## src/rtl/mem_arb_pkg.sv

```systemverilog
// mem_arb_pkg: arbiter FSM states and grant owner encodings shared by mem_arbiter and mem_arb_pick
package mem_arb_pkg;
  typedef enum logic [1:0] {IDLE, ISSUE, WAIT, DONE} state_t;
  localparam logic [1:0] GNT_NONE = 2'd0;
  localparam logic [1:0] GNT_VID  = 2'd1;
  localparam logic [1:0] GNT_CPU  = 2'd2;
  localparam logic [1:0] GNT_DSK  = 2'd3;
endpackage

```

## src/rtl/mem_arb_pick.sv

```systemverilog
// mem_arb_pick: bounded video priority plus cpu/disk round-robin; vid_cnt and rr_last advance on each arb-strobed grant
module mem_arb_pick import mem_arb_pkg::*; #(
  parameter int VID_BURST = 4
) (
  input  logic       clk,
  input  logic       reset_n,
  input  logic       arb,
  input  logic       vid_req,
  input  logic       cpu_req,
  input  logic       dsk_req,
  output logic [1:0] win
);
  localparam int CW = $clog2(VID_BURST + 1);
  logic [CW-1:0] vid_cnt;
  logic [1:0] rr_last, cd;
  logic other;
  always_comb begin
    other = cpu_req | dsk_req;
    cd = (cpu_req && dsk_req) ? ((rr_last == GNT_CPU) ? GNT_DSK : GNT_CPU) :
         cpu_req ? GNT_CPU : dsk_req ? GNT_DSK : GNT_NONE;
    win = (vid_req && (vid_cnt < CW'(VID_BURST) || !other)) ? GNT_VID : cd;
  end
  // video can only win with others pending while below the burst limit, so the increment never overflows
  always_ff @(posedge clk or negedge reset_n)
    if (!reset_n) begin
      vid_cnt <= '0;
      rr_last <= GNT_CPU;
    end else if (arb && win != GNT_NONE) begin
      if (win == GNT_VID) vid_cnt <= other ? vid_cnt + 1'b1 : '0;
      else begin
        vid_cnt <= '0;
        rr_last <= win;
      end
    end
endmodule

```

## src/rtl/mem_arbiter.sv

```systemverilog
// mem_arbiter: request/grant/ack scheduler sharing one memory port among video, cpu and disk requesters.
// Define MEM_ARB_TIMEOUT_EN to add a mem_ack watchdog that completes the access with all-ones data and mem_err.
module mem_arbiter import mem_arb_pkg::*; #(
  parameter int ADDR_W    = 25,
  parameter int DATA_W    = 16,
  parameter int VID_BURST = 4,
  parameter int TIMEOUT   = 255
) (
  input  logic              clk,
  input  logic              reset_n,
  input  logic              vid_req,
  input  logic              cpu_req,
  input  logic              dsk_req,
  input  logic [ADDR_W-1:0] vid_addr,
  input  logic [ADDR_W-1:0] cpu_addr,
  input  logic [ADDR_W-1:0] dsk_addr,
  input  logic              cpu_we,
  input  logic              dsk_we,
  input  logic [1:0]        cpu_sel,
  input  logic [1:0]        dsk_sel,
  input  logic [DATA_W-1:0] cpu_wdata,
  input  logic [DATA_W-1:0] dsk_wdata,
  output logic              vid_ack,
  output logic              cpu_ack,
  output logic              dsk_ack,
  output logic [DATA_W-1:0] rdata,
  output logic              mem_req,
  output logic              mem_we,
  output logic [1:0]        mem_sel,
  output logic [ADDR_W-1:0] mem_addr,
  output logic [DATA_W-1:0] mem_wdata,
  input  logic [DATA_W-1:0] mem_rdata,
  input  logic              mem_ack,
  output logic [1:0]        grant,
  output logic              mem_err
);
  state_t state;
  logic [1:0] win;
  logic tmo_hit;
  mem_arb_pick #(.VID_BURST(VID_BURST)) u_pick (
    .clk(clk), .reset_n(reset_n), .arb(state == IDLE),
    .vid_req(vid_req), .cpu_req(cpu_req), .dsk_req(dsk_req), .win(win)
  );
`ifdef MEM_ARB_TIMEOUT_EN
  logic [7:0] tmo;
  logic err_q;
  assign tmo_hit = (state == WAIT) && !mem_ack && (tmo == 8'(TIMEOUT - 1));
  assign mem_err = err_q;
  always_ff @(posedge clk or negedge reset_n)
    if (!reset_n) begin
      tmo <= '0;
      err_q <= 1'b0;
    end else begin
      tmo <= (state == WAIT) ? tmo + 1'b1 : '0;
      err_q <= tmo_hit;
    end
`else
  assign tmo_hit = 1'b0;
  assign mem_err = 1'b0;
`endif
  always_ff @(posedge clk or negedge reset_n)
    if (!reset_n) begin
      state <= IDLE;
      grant <= GNT_NONE;
      mem_req <= 1'b0;
      mem_we <= 1'b0;
      mem_sel <= '0;
      mem_addr <= '0;
      mem_wdata <= '0;
      rdata <= '0;
      vid_ack <= 1'b0;
      cpu_ack <= 1'b0;
      dsk_ack <= 1'b0;
    end else begin
      vid_ack <= 1'b0;
      cpu_ack <= 1'b0;
      dsk_ack <= 1'b0;
      case (state)
        IDLE: begin
          grant <= win;
          if (win != GNT_NONE) begin
            state <= ISSUE;
            mem_req <= 1'b1;
            mem_we <= (win == GNT_CPU) ? cpu_we : (win == GNT_DSK) ? dsk_we : 1'b0;
            mem_sel <= (win == GNT_CPU) ? cpu_sel : (win == GNT_DSK) ? dsk_sel : 2'b11;
            mem_addr <= (win == GNT_VID) ? vid_addr : (win == GNT_CPU) ? cpu_addr : dsk_addr;
            mem_wdata <= (win == GNT_CPU) ? cpu_wdata : (win == GNT_DSK) ? dsk_wdata : '0;
          end
        end
        ISSUE: state <= WAIT;
        WAIT: if (mem_ack || tmo_hit) begin
          rdata <= mem_ack ? mem_rdata : '1;
          mem_req <= 1'b0;
          state <= DONE;
          vid_ack <= grant == GNT_VID;
          cpu_ack <= grant == GNT_CPU;
          dsk_ack <= grant == GNT_DSK;
        end
        DONE: begin
          state <= IDLE;
          grant <= GNT_NONE;
        end
      endcase
    end
endmodule

```

## config.mk

```make
export PLATFORM = sky130hd
export DESIGN_NAME = mem_arbiter
export DESIGN_NICKNAME = d
export VERILOG_FILES = /design/src/rtl/mem_arb_pkg.sv /design/src/rtl/mem_arb_pick.sv /design/src/rtl/mem_arbiter.sv
export SDC_FILE = /design/constraint.sdc
export NUM_CORES = 1
export LEC_CHECK = 0
export BUFFER_PORTS_ARGS = -buffer_cell sky130_fd_sc_hd__buf_4
export CORE_MARGIN = 3
export CORE_UTILIZATION = 40
export CTS_BUF_LIST = sky130_fd_sc_hd__clkbuf_16
export CTS_CLUSTER_DIAMETER = 40
export DETAILED_ROUTE_END_ITERATION = 8
export PLACE_DENSITY = 0.73
export SETUP_SLACK_MARGIN = 0.1
export SYNTH_ARGS = -nofsm -noshare
export SYNTH_HDL_FRONTEND = slang
export SYNTH_SLANG_ARGS = --single-unit
```

## constraint.sdc

```tcl
create_clock -name clk -period 1.6 [get_ports clk]
set_clock_uncertainty 0.05 [all_clocks]
set_input_delay 0.32 -clock clk [delete_from_list [all_inputs] [get_ports clk]]
set_output_delay 0.32 -clock clk [all_outputs]
set_load 0.02 [all_outputs]
```

==> impl_metrics.ini <==
[power]
combPwrFrac_pct = 49.9
power.switching_uw = 4000
intPower_uw = 6300
power_density_nw_per_um2 = 1750
seqPwrFrac_pct = 30.4
power_leakage_uw = 0.00286
ir_worst_vdd_uv = 1250
swShare_pct = 38.9
power.share.clock_pct = 19.7

[synthesis]
synth_top_area_share_pct = 50.3
syn_area_um2 = 3580
synthCells = 347
synth_common_cells = dfrtp_1, nand2_1, a22oi_1, o21ai_0
syn_area_per_cell_um2 = 10.3
ys_seq_area_share_pct = 51.0
synth.distinct_cells = 39
synth_fp_nets = 487
yosysMostFrequentCell = dfrtp_1
yosysTopAreaCell = dfrtp_1
synth_warnings = 0
synth_flop_cell = dfrtp_1
ys_ff_latch = 73
synth-edff-count = 0
synthArstFlopShare_pct = 100
synth.area.top_cells = dfrtp_1, nand2_1, mux2_2

[floorplan]
core_um2 = 8460
fp.dieH_um = 101
num_rows = 33
start_util_pct = 42.4
dieWidth_um = 101
io_pins = 202
die_area_um2 = 10100

[setup_path]
path_max_fanout = 10
cp.required_ns = 1.75
critical-path-top-delay-family = simple AND/OR/NAND/NOR gates
critical_path_buf_inv_count = 1
cp.arrival_ns = 1.74
crit_type = flop to flop
critPathLaunchType = flop
path_cells = and3b_1 -> or3_4 -> buf_12 -> a211oi_2 -> o31ai_1
critPathCaptureType = flop
crit_path_max_incr_delay_ns = 0.37
cpMaxStageDelayCell = dfstp_2
regToRegSetupSlack_ns = 0.01

[global_route]
grt_use_total_pct = 22.1
first_global_vias = 3642
gr-total-overflow = 0
grt_first_pass_wirelength_um = 17700
antenna_found_initial = 0
grt_max_degree = 74

[placement]
post-dp-hpwl_um = 8370
place_congestion = 0.851
placed_cell_area_um2 = 5400
pre_cts_slack_ns = -0.134
port_buffers = 200
dp.cells = 654

[clocking]
root_buffer = clkbuf_16
cts_max_level = 3
cts_made_buffers = 9
clkLatencyLatePin_ns = 0.33
clock_sinks = 73
max-clock-path-buffers = 2
tritoncts = yes
path_clk_slew_ns = 0.06

[routing]
drcViolationCount = 0
drt-total-wl_um = 11500
via_per_inst = 5.32
dr.pass1.iters = 4
dr.first_iter.drc_count = 162
ant_nets = 0
wl_per_cell_um = 17.0
vias = 3598

[finish]
finalNonFillerCells = 676
fin_util_pct = 69.8
layout-drive-gt1-share_pct = 54.1
areaGrowthSynthToFinish_pct = 64.7
nFillCells = 649
fin_area_um2 = 5910
finalNetCount = 706
diodes = 0

[timing]
hold_violations = 0
finalSetupViolCount = 0
setup_ws_ns = 0.0124
period_minus_slack_ns = 1.59
clock.fmax_ghz = 0.630
rsz0062_at_grt = true
finalCritPeriodShare_pct = 99.2
holdWs_ns = 0.168
slew_viol_final = 0

[worst_hold_path]
hold_class = input pin to flop

[flow_run]
drv_cap = 0

[run_status]
outcome = complete, no violations
## worst min-delay path: cells and delay by family
family / cells / cell delay, ns
compound gates: 2 / 0.11
buf+inv: 1 / 0.08
## placed cells by master, fill, tap and decap left out, types with 3 or more instances in the layout
| cell | netlist | routed |
|---|---|---|
| nor3_1 | 18 | 12 |
| inv_1 | 5 | 3 |
| ha_1 | 5 | 3 |
| nor2_1 | 3 | 3 |
| buf_12 | 0 | 9 |
| inv_2 | 1 | 3 |
| a21oi_1 | 18 | 17 |
| buf_4 | 3 | 220 |
| a211oi_2 | 8 | 16 |
| mux2_2 | 18 | 18 |
| buf_6 | 2 | 4 |
| dfrtp_1 | 72 | 72 |
| o21ai_1 | 5 | 9 |
| nand2_1 | 55 | 54 |
| o21ai_0 | 26 | 20 |
| mux2i_1 | 10 | 10 |
| clkbuf_16 | 0 | 9 |
| nor3_2 | 2 | 7 |
| o31ai_1 | 17 | 16 |
| a22oi_1 | 26 | 25 |
## layer usage
layer	vias to the layer above	track usage, %	routed length, um
met4	0	8.39	273
met3	29	4.57	827
li1	1705	-	-
met5	-	0	0
met1	1713	26.3	4290
met2	151	39.0	6120
## power groups by stage
stage / Combinational (uW) / Clock [uW] / Sequential, uW
after detailed placement: 4880 / 0 / 3150
final: 5150 / 2030 / 3130
after global placement: 4760 / 0 / 3120
after global routing: 5550 / 2150 / 3230
after floorplan: 1780 / 0 / 4030
after CTS: 5100 / 2060 / 3130
## sequential cells by signal (all words and copies together) (netlist names), 2 cells and up
register and flops:
u_pick.rr_last 2, mem_sel 2, mem_addr 25, u_pick.vid_cnt 3, rdata 16, grant 2
mem_wdata 16, state 2
## per-stage QoR
step	setup TNS (ns)	power, uW
after floorplan	-0.650	5800
after global placement	-1.21	7880
after detailed placement	-2.86	8040
after CTS	0	10300
after global routing	-0.176	10900
final	0	10300
## path summary, 6_finish.rpt
kind | startpoint | to | cells after the start
max | u_pick.rr_last[1] | mem_addr[15] | 5
min | vid_addr[23] | mem_addr[23] | 3
max reg2reg | u_pick.rr_last[1] | mem_addr[15] | 5
min reg2reg | mem_wdata[1] | mem_wdata[1] | 2
max in group asynchronous | reset_n | u_pick.rr_last[1] | 3
min in group asynchronous | reset_n | mem_addr[6] | 3
## layout make-up
cell class | instances | area, um2 | share of cell area (%)
clock inverters | 7 | 76.3 | 1.29
repair buffers | 235 | 1890 | 32.0
multi-input cells | 241 | 1730 | 29.3
flip-flops and latches | 73 | 1830 | 31.0
inverters | 6 | 22.5 | 0.381
clock buffers | 9 | 225 | 3.81
well taps | 105 | 131 | 2.22
## timing repair
item / CTS / global route
hold buffers: 1 / 0
setup buffers: 4 / 0
gates cloned: 0 / 1
gates resized for setup: 27 / 13
endpoints found under the setup margin: 50 / 63
endpoints found under the hold margin: 72 / 0
pin swaps: 7 / 10
## cell families (layout without fill, tap and decap cells)
logic type	Yosys count	count (layout)	share of synthesized area [%]
compound gates	117	117	22.5
fa+ha+maj	5	5	1.75
buf+inv	33	257	4.78
flops	73	73	51.0
mux	28	28	8.45
other cells	1	1	0.105
simple gates	90	90	11.4
Power figures use the tool's default switching activity.
